**src/rtl/contador_cm_param_pkg.sv**
```systemverilog
// Shared state encodings, digit width and default timing for the echo distance meter.
// The optional rounding state is used only when CONTADOR_CM_ROUND_EN is defined.
package contador_cm_param_pkg;

  localparam int BCD_W            = 4;
  localparam int CLK_PER_TICK_DEF = 1470;
  localparam int TICKS_PER_CM_DEF = 2;
  localparam int N_DIGITS_DEF     = 3;
  localparam int MAX_CM_DEF       = 400;

  typedef enum logic [2:0] {
    INICIAL,
    PREPARACAO,
    CONTA,
    INCREMENTA,
    SATURADO,
    FINAL,
    ARREDONDA
  } estado_t;

  // Packs up to 8 decimal digits; callers keep only the digits they carry.
  function automatic logic [31:0] to_bcd32(input int unsigned valor);
    logic [31:0] r;
    int unsigned x;
    r = '0;
    x = valor;
    for (int i = 0; i < 8; i++) begin
      r[i*BCD_W +: BCD_W] = BCD_W'(x % 10);
      x = x / 10;
    end
    return r;
  endfunction

endpackage

```
**src/rtl/contador_cm_param_bcd.sv**
```systemverilog
// N-digit packed-BCD counter: synchronous clear, increment enable, ripple carry.
module bcd_counter_n
  import contador_cm_param_pkg::*;
#(
  parameter int N_DIGITS = N_DIGITS_DEF
) (
  input  logic                      clock,
  input  logic                      reset,
  input  logic                      clear,
  input  logic                      inc,
  output logic [BCD_W*N_DIGITS-1:0] valor
);

  logic [N_DIGITS-1:0] carry;

  assign carry[0] = inc;

  generate
    for (genvar gi = 0; gi < N_DIGITS; gi++) begin : g_digit
      logic [BCD_W-1:0] digit_reg;

      always_ff @(posedge clock or posedge reset) begin
        if (reset) begin
          digit_reg <= '0;
        end else if (clear) begin
          digit_reg <= '0;
        end else if (carry[gi]) begin
          digit_reg <= (digit_reg == BCD_W'(9)) ? '0 : digit_reg + 1'b1;
        end
      end

      // The top digit's carry-out has nowhere to go; MAX_CM keeps us below it.
      if (gi < N_DIGITS - 1) begin : g_carry
        assign carry[gi+1] = carry[gi] && (digit_reg == BCD_W'(9));
      end

      assign valor[gi*BCD_W +: BCD_W] = digit_reg;
    end
  endgenerate

endmodule

```
**src/rtl/contador_cm_param.sv**
```systemverilog
// Echo-pulse width to packed-BCD centimetres with saturation and rising-edge arming.
// Define CONTADOR_CM_ROUND_EN to round the leftover half-cm instead of truncating.
module contador_cm_param
  import contador_cm_param_pkg::*;
#(
  parameter int CLK_PER_TICK = CLK_PER_TICK_DEF,
  parameter int TICKS_PER_CM = TICKS_PER_CM_DEF,
  parameter int N_DIGITS     = N_DIGITS_DEF,
  parameter int MAX_CM       = MAX_CM_DEF
) (
  input  logic                      clock,
  input  logic                      reset,
  input  logic                      pulso,
  output logic [BCD_W*N_DIGITS-1:0] digitos,
  output logic                      pronto,
  output logic                      overflow,
  output logic                      medindo
);

  localparam int DW = BCD_W * N_DIGITS;
  localparam int PW = $clog2(CLK_PER_TICK);
  localparam int SW = (TICKS_PER_CM > 1) ? $clog2(TICKS_PER_CM) : 1;
  localparam logic [PW-1:0] PRESC_LAST = PW'(CLK_PER_TICK - 1);
  localparam logic [SW-1:0] SUB_LAST   = SW'(TICKS_PER_CM - 1);
  localparam logic [DW-1:0] MAX_M1_BCD = DW'(to_bcd32(MAX_CM - 1));

  estado_t       state_reg;
  logic [PW-1:0] presc_reg;
  logic [SW-1:0] sub_reg;
  logic          pulso_d_reg;
  logic          armado_reg;
  logic          tick;
  logic          sub_last;
  logic          bcd_clear;
  logic          bcd_inc;

  assign tick      = (presc_reg == PRESC_LAST);
  assign sub_last  = (sub_reg == SUB_LAST);
  assign bcd_clear = (state_reg == PREPARACAO);

`ifdef CONTADOR_CM_ROUND_EN
  localparam logic [DW-1:0] MAX_BCD = DW'(to_bcd32(MAX_CM));
  logic round_up;
  assign round_up = ((2 * int'(sub_reg)) >= TICKS_PER_CM) && (digitos != MAX_BCD);
  assign bcd_inc  = (state_reg == INCREMENTA) || (state_reg == ARREDONDA);
`else
  assign bcd_inc  = (state_reg == INCREMENTA);
`endif

  bcd_counter_n #(
    .N_DIGITS(N_DIGITS)
  ) u_bcd (
    .clock(clock),
    .reset(reset),
    .clear(bcd_clear),
    .inc  (bcd_inc),
    .valor(digitos)
  );

  always_ff @(posedge clock or posedge reset) begin
    if (reset) begin
      state_reg   <= INICIAL;
      presc_reg   <= '0;
      sub_reg     <= '0;
      pulso_d_reg <= 1'b0;
      armado_reg  <= 1'b0;
      pronto      <= 1'b0;
      overflow    <= 1'b0;
      medindo     <= 1'b0;
    end else begin
      pulso_d_reg <= pulso;
      // A pulse already high out of reset must be seen low once before it can arm.
      armado_reg  <= armado_reg | ~pulso;
      pronto      <= 1'b0;
      unique case (state_reg)
        INICIAL: begin
          if (pulso && !pulso_d_reg && armado_reg) begin
            state_reg <= PREPARACAO;
            medindo   <= 1'b1;
          end
        end
        PREPARACAO: begin
          presc_reg <= '0;
          sub_reg   <= '0;
          overflow  <= 1'b0;
          state_reg <= CONTA;
        end
        CONTA: begin
          presc_reg <= tick ? '0 : presc_reg + 1'b1;
          if (tick) begin
            sub_reg <= sub_last ? '0 : sub_reg + 1'b1;
          end
          // A cm completed on the same edge that sees the pulse end still counts.
          if (tick && sub_last) begin
            state_reg <= INCREMENTA;
          end else if (!pulso) begin
`ifdef CONTADOR_CM_ROUND_EN
            if (round_up) begin
              state_reg <= ARREDONDA;
            end else begin
              state_reg <= FINAL;
              pronto    <= 1'b1;
              medindo   <= 1'b0;
            end
`else
            state_reg <= FINAL;
            pronto    <= 1'b1;
            medindo   <= 1'b0;
`endif
          end
        end
        INCREMENTA: begin
          presc_reg <= tick ? '0 : presc_reg + 1'b1;
          if (digitos == MAX_M1_BCD) begin
            state_reg <= SATURADO;
            overflow  <= 1'b1;
          end else if (pulso) begin
            state_reg <= CONTA;
          end else begin
            state_reg <= FINAL;
            pronto    <= 1'b1;
            medindo   <= 1'b0;
          end
        end
        SATURADO: begin
          if (!pulso) begin
            state_reg <= FINAL;
            pronto    <= 1'b1;
            medindo   <= 1'b0;
          end
        end
`ifdef CONTADOR_CM_ROUND_EN
        ARREDONDA: begin
          state_reg <= FINAL;
          pronto    <= 1'b1;
          medindo   <= 1'b0;
        end
`endif
        FINAL: begin
          state_reg <= INICIAL;
        end
        default: begin
          state_reg <= INICIAL;
          medindo   <= 1'b0;
        end
      endcase
    end
  end

endmodule
```
**config.mk**
```make
export PLATFORM = sky130hd
export DESIGN_NAME = contador_cm_param
export DESIGN_NICKNAME = d
export VERILOG_FILES = /design/src/rtl/contador_cm_param_pkg.sv /design/src/rtl/contador_cm_param_bcd.sv /design/src/rtl/contador_cm_param.sv
export SDC_FILE = /design/constraint.sdc
export NUM_CORES = 1
export LEC_CHECK = 0
export BUFFER_PORTS_ARGS = -buffer_cell sky130_fd_sc_hd__buf_2
export CAP_MARGIN = 0
export CORE_MARGIN = 3
export CORE_UTILIZATION = 61
export CTS_CLUSTER_DIAMETER = 30
export DETAILED_ROUTE_END_ITERATION = 10
export HOLD_SLACK_MARGIN = 0.08
export PLACE_DENSITY_LB_ADDON = 0.3
export REMOVE_ABC_BUFFERS = 1
export SLEW_MARGIN = 10
export SYNTH_ARGS = -nofsm -noshare
export SYNTH_HDL_FRONTEND = slang
export SYNTH_SLANG_ARGS = --single-unit
export TNS_END_PERCENT = 50
```
**constraint.sdc**
```tcl
create_clock -name clock -period 3.1 [get_ports clock]
set_input_delay 0.155 -clock clock [delete_from_list [all_inputs] [get_ports clock]]
set_output_delay 0.155 -clock clock [all_outputs]
set_load 0.05 [all_outputs]
```
==> impl_metrics.tcl <==
set metrics [dict create \
    io_pins 18 \
    ys_ff_latch 32 \
    antenna-diode-count 0 \
    max_freq_mhz 487.6 \
    async_reset_ff_share_pct 100.0 \
    ys_seq_area_share_pct 41.99 \
    setup_viol 0 \
    regArea_um2 800.8 \
    grt_pass1_vias 1514 \
    clockBufferDepth 2 \
    cp-end-kind "flop" \
    syn_to_final_growth_pct 7.612 \
    power_leakage_uw 0.0009439 \
    gr-usage-all-layers_pct 24.28 \
    hold_class "input pin to async pin" \
    slew_viol_final 0 \
    nets 239 \
    peakVddDrop_mv 0.7196 \
    numCtsBuffers 5 \
    grt_pass1_wl_mm 6.803 \
    rsz0062_at_grt "false" \
    port-buffer-count 17 \
    post-route-util_pct 71.34 \
    p_clk_share_pct 13.9 \
    cts_tree "yes" \
    synth_ff_type "dfrtp_1" \
    placed_area_um2 1986 \
    synth_warnings 0 \
    gp_congestion 0.8898 \
    finalCriticalPeriod_ns 2.051 \
    hold-worst-slack_ns 0.4676 \
    p_per_area_nw_per_um2 770.3 \
    arrival_ns 2.26 \
    mostFrequentLayoutCells "dfrtp_1, nand2_1, o21ai_0" \
    placementRows 19 \
    ys_types 52 \
    drc 0 \
    vias_per_cell 6.219 \
    dieWidth_um 61.91 \
    synthAdderAreaFrac_pct 5.249 \
    postCtsSetupBuffers 0 \
    switchingPower_uw 773.1 \
    fillers 227 \
    crit_fanout 16 \
    use_met3_pct 6.818 \
    wl_mm 4.050 \
    cts-root-buf "clkbuf_4" \
    pre_cts_ws_ns 1.130 \
    start_kind "flop" \
    p_sw_share_pct 48.91 \
    synth_edf_count 0 \
    syn_area_um2 1907 \
    finClkSkew_ns 0.01490 \
    grt_overflow 0 \
    final_common_cell "dfrtp_1" \
    worstMarginPinSlew_ns 0.7227 \
    cap_violations 0 \
    p_int_uw 807.6 \
    muxShareOfSynthArea_pct 1.312 \
    multi_input_area_um2 987.2 \
    synth_top_family_by_area "simple AND/OR/NAND/NOR gates" \
    grt_use_met2_pct 37.37 \
    drive_above_1_share_pct 13.16 \
    synthXorXnorAreaFrac_pct 0 \
    antenna_found_initial 0 \
    dieArea_um2 3833 \
    firstDrtPassIters 5 \
    synth_compound_area_share_pct 22.38 \
    detail_route.iter0.violations 152 \
    ant_nets 0 \
    setup_ws_ns 1.049 \
    initial_core_util_pct 66.29 \
    die_y_um 61.91 \
    syn_inst 213 \
    seq_power_share_pct 40.1 \
    clkTransAtPathRegs_ns 0.10 \
    cts_sinks 32 \
    vias 1679 \
    grtUsageMet1_pct 33.68 \
    avgRoutedWirePerCell_um 15.00 \
    top_usage_layer "met2" \
    critPathRequiredTime_ns 3.31 \
    postLayoutCellArea_um2 2052 \
    status "complete, no violations" \
    finalHoldViolations 0 \
    dp.final_hpwl_mm 2.895 \
    core_um2 2877 \
    grt_max_degree 20 \
    maxSlewHeadroom_pct 51.77 \
    fin_crit_sh_pct 66.15 \
    htreeDepth 2 \
    largest_reg_flops 12 \
    syn_avg_cell_area_um2 8.952 \
    fin_tns_setup_ns 0 \
    crit_type "flop to flop" \
    combPwrFrac_pct 46.0 \
    synth_simple_gate_area_share_pct 22.83 \
    clk_latency_ns 0.33 \
]
-- cell usage after synthesis (all sizes together) (2+ instances only) --
master,instances,area (um^2)
dfrtp,32,800.8
o21ai,24,120.1
nand2,22,82.58
a21oi,13,65.06
inv,12,45.04
nor2,9,33.78
ha,8,100.1
nand3,8,40.04
clkbuf,7,26.28
buf,6,47.54
a21o,5,37.54
nand2b,5,31.28
and3,4,25.02
nand4,4,25.02
nor3,4,20.02
nor4,4,31.28
o22ai,4,25.02
or3,4,25.02
nor2b,3,18.77
o31ai,3,22.52
a211oi,2,15.01
a21boi,2,15.01
a41oi,2,25.03
and3b,2,17.52
nand3b,2,15.01
-- worst max-delay path, stage by stage (launching register included) --
cell	delay, ns
dfrtp_1	0.52
nand2b_1	0.47
nor4_2	0.50
a41oi_2	0.09
mux2_4	0.34
-- what timing repair did --
action | in CTS | in global routing
resized for setup | 0 | 0
endpoints found under the hold margin | 19 | 0
hold buffers | 2 | 0
-- layout make-up --
| type | instances | area share (%) |
|---|---|---|
| clock inverter | 1 | 0.2439 |
| timing repair buffer | 21 | 5.854 |
| inverter | 12 | 2.195 |
| sequential | 32 | 39.02 |
| tap | 42 | 2.561 |
| clock buffer | 6 | 2.012 |
| multi-input combinational | 156 | 48.11 |
-- metal layers --
metal / part of all wire (%) / routed length [um]
met5: 0 / 0
met4: 0.40 / 16
met2: 46 / 1875
met1: 48 / 1925
met3: 5.8 / 233
-- kinds of logic (layout without fill, tap and decap cells) --
group	Yosys count	in the layout
simple gates	79	79
compound gates	67	67
flops	32	32
buf+inv	25	40
fa+ha+maj	8	8
mux	2	2
-- metrics by stage --
| step | instances | total power [uW] |
|---|---|---|
| after CTS | 270 | 1571 |
| final | 270 | 1581 |
| after global routing | 270 | 1712 |
| after floorplan | 200 | 1155 |
| after detailed placement | 261 | 1354 |
| after global placement | 261 | 1310 |
-- worst paths after layout --
check                             start                            end  slack (ns)  depth (start not counted)
max                        state_reg[2]                        medindo        1.05                          4
min                               reset  u_bcd.g_digit[2].digit_reg[1]        0.47                          3
max reg2reg                state_reg[2]                        medindo        1.05                          4
min reg2reg                  armado_reg                     armado_reg        0.47                          1
max in group asynchronous         reset                        medindo        1.96                          4
min in group clock           armado_reg                     armado_reg        0.47                          1
-- power groups by stage --
stage                     Combinational [uW]  Clock [uW]  Sequential, uW
after floorplan                          403           0             752
after global placement                   686           0             624
after detailed placement                 717           0             637
after CTS                                723         218             629
after global routing                     817         243             652
final                                    728         219             634
Power figures use the tool's default switching activity.
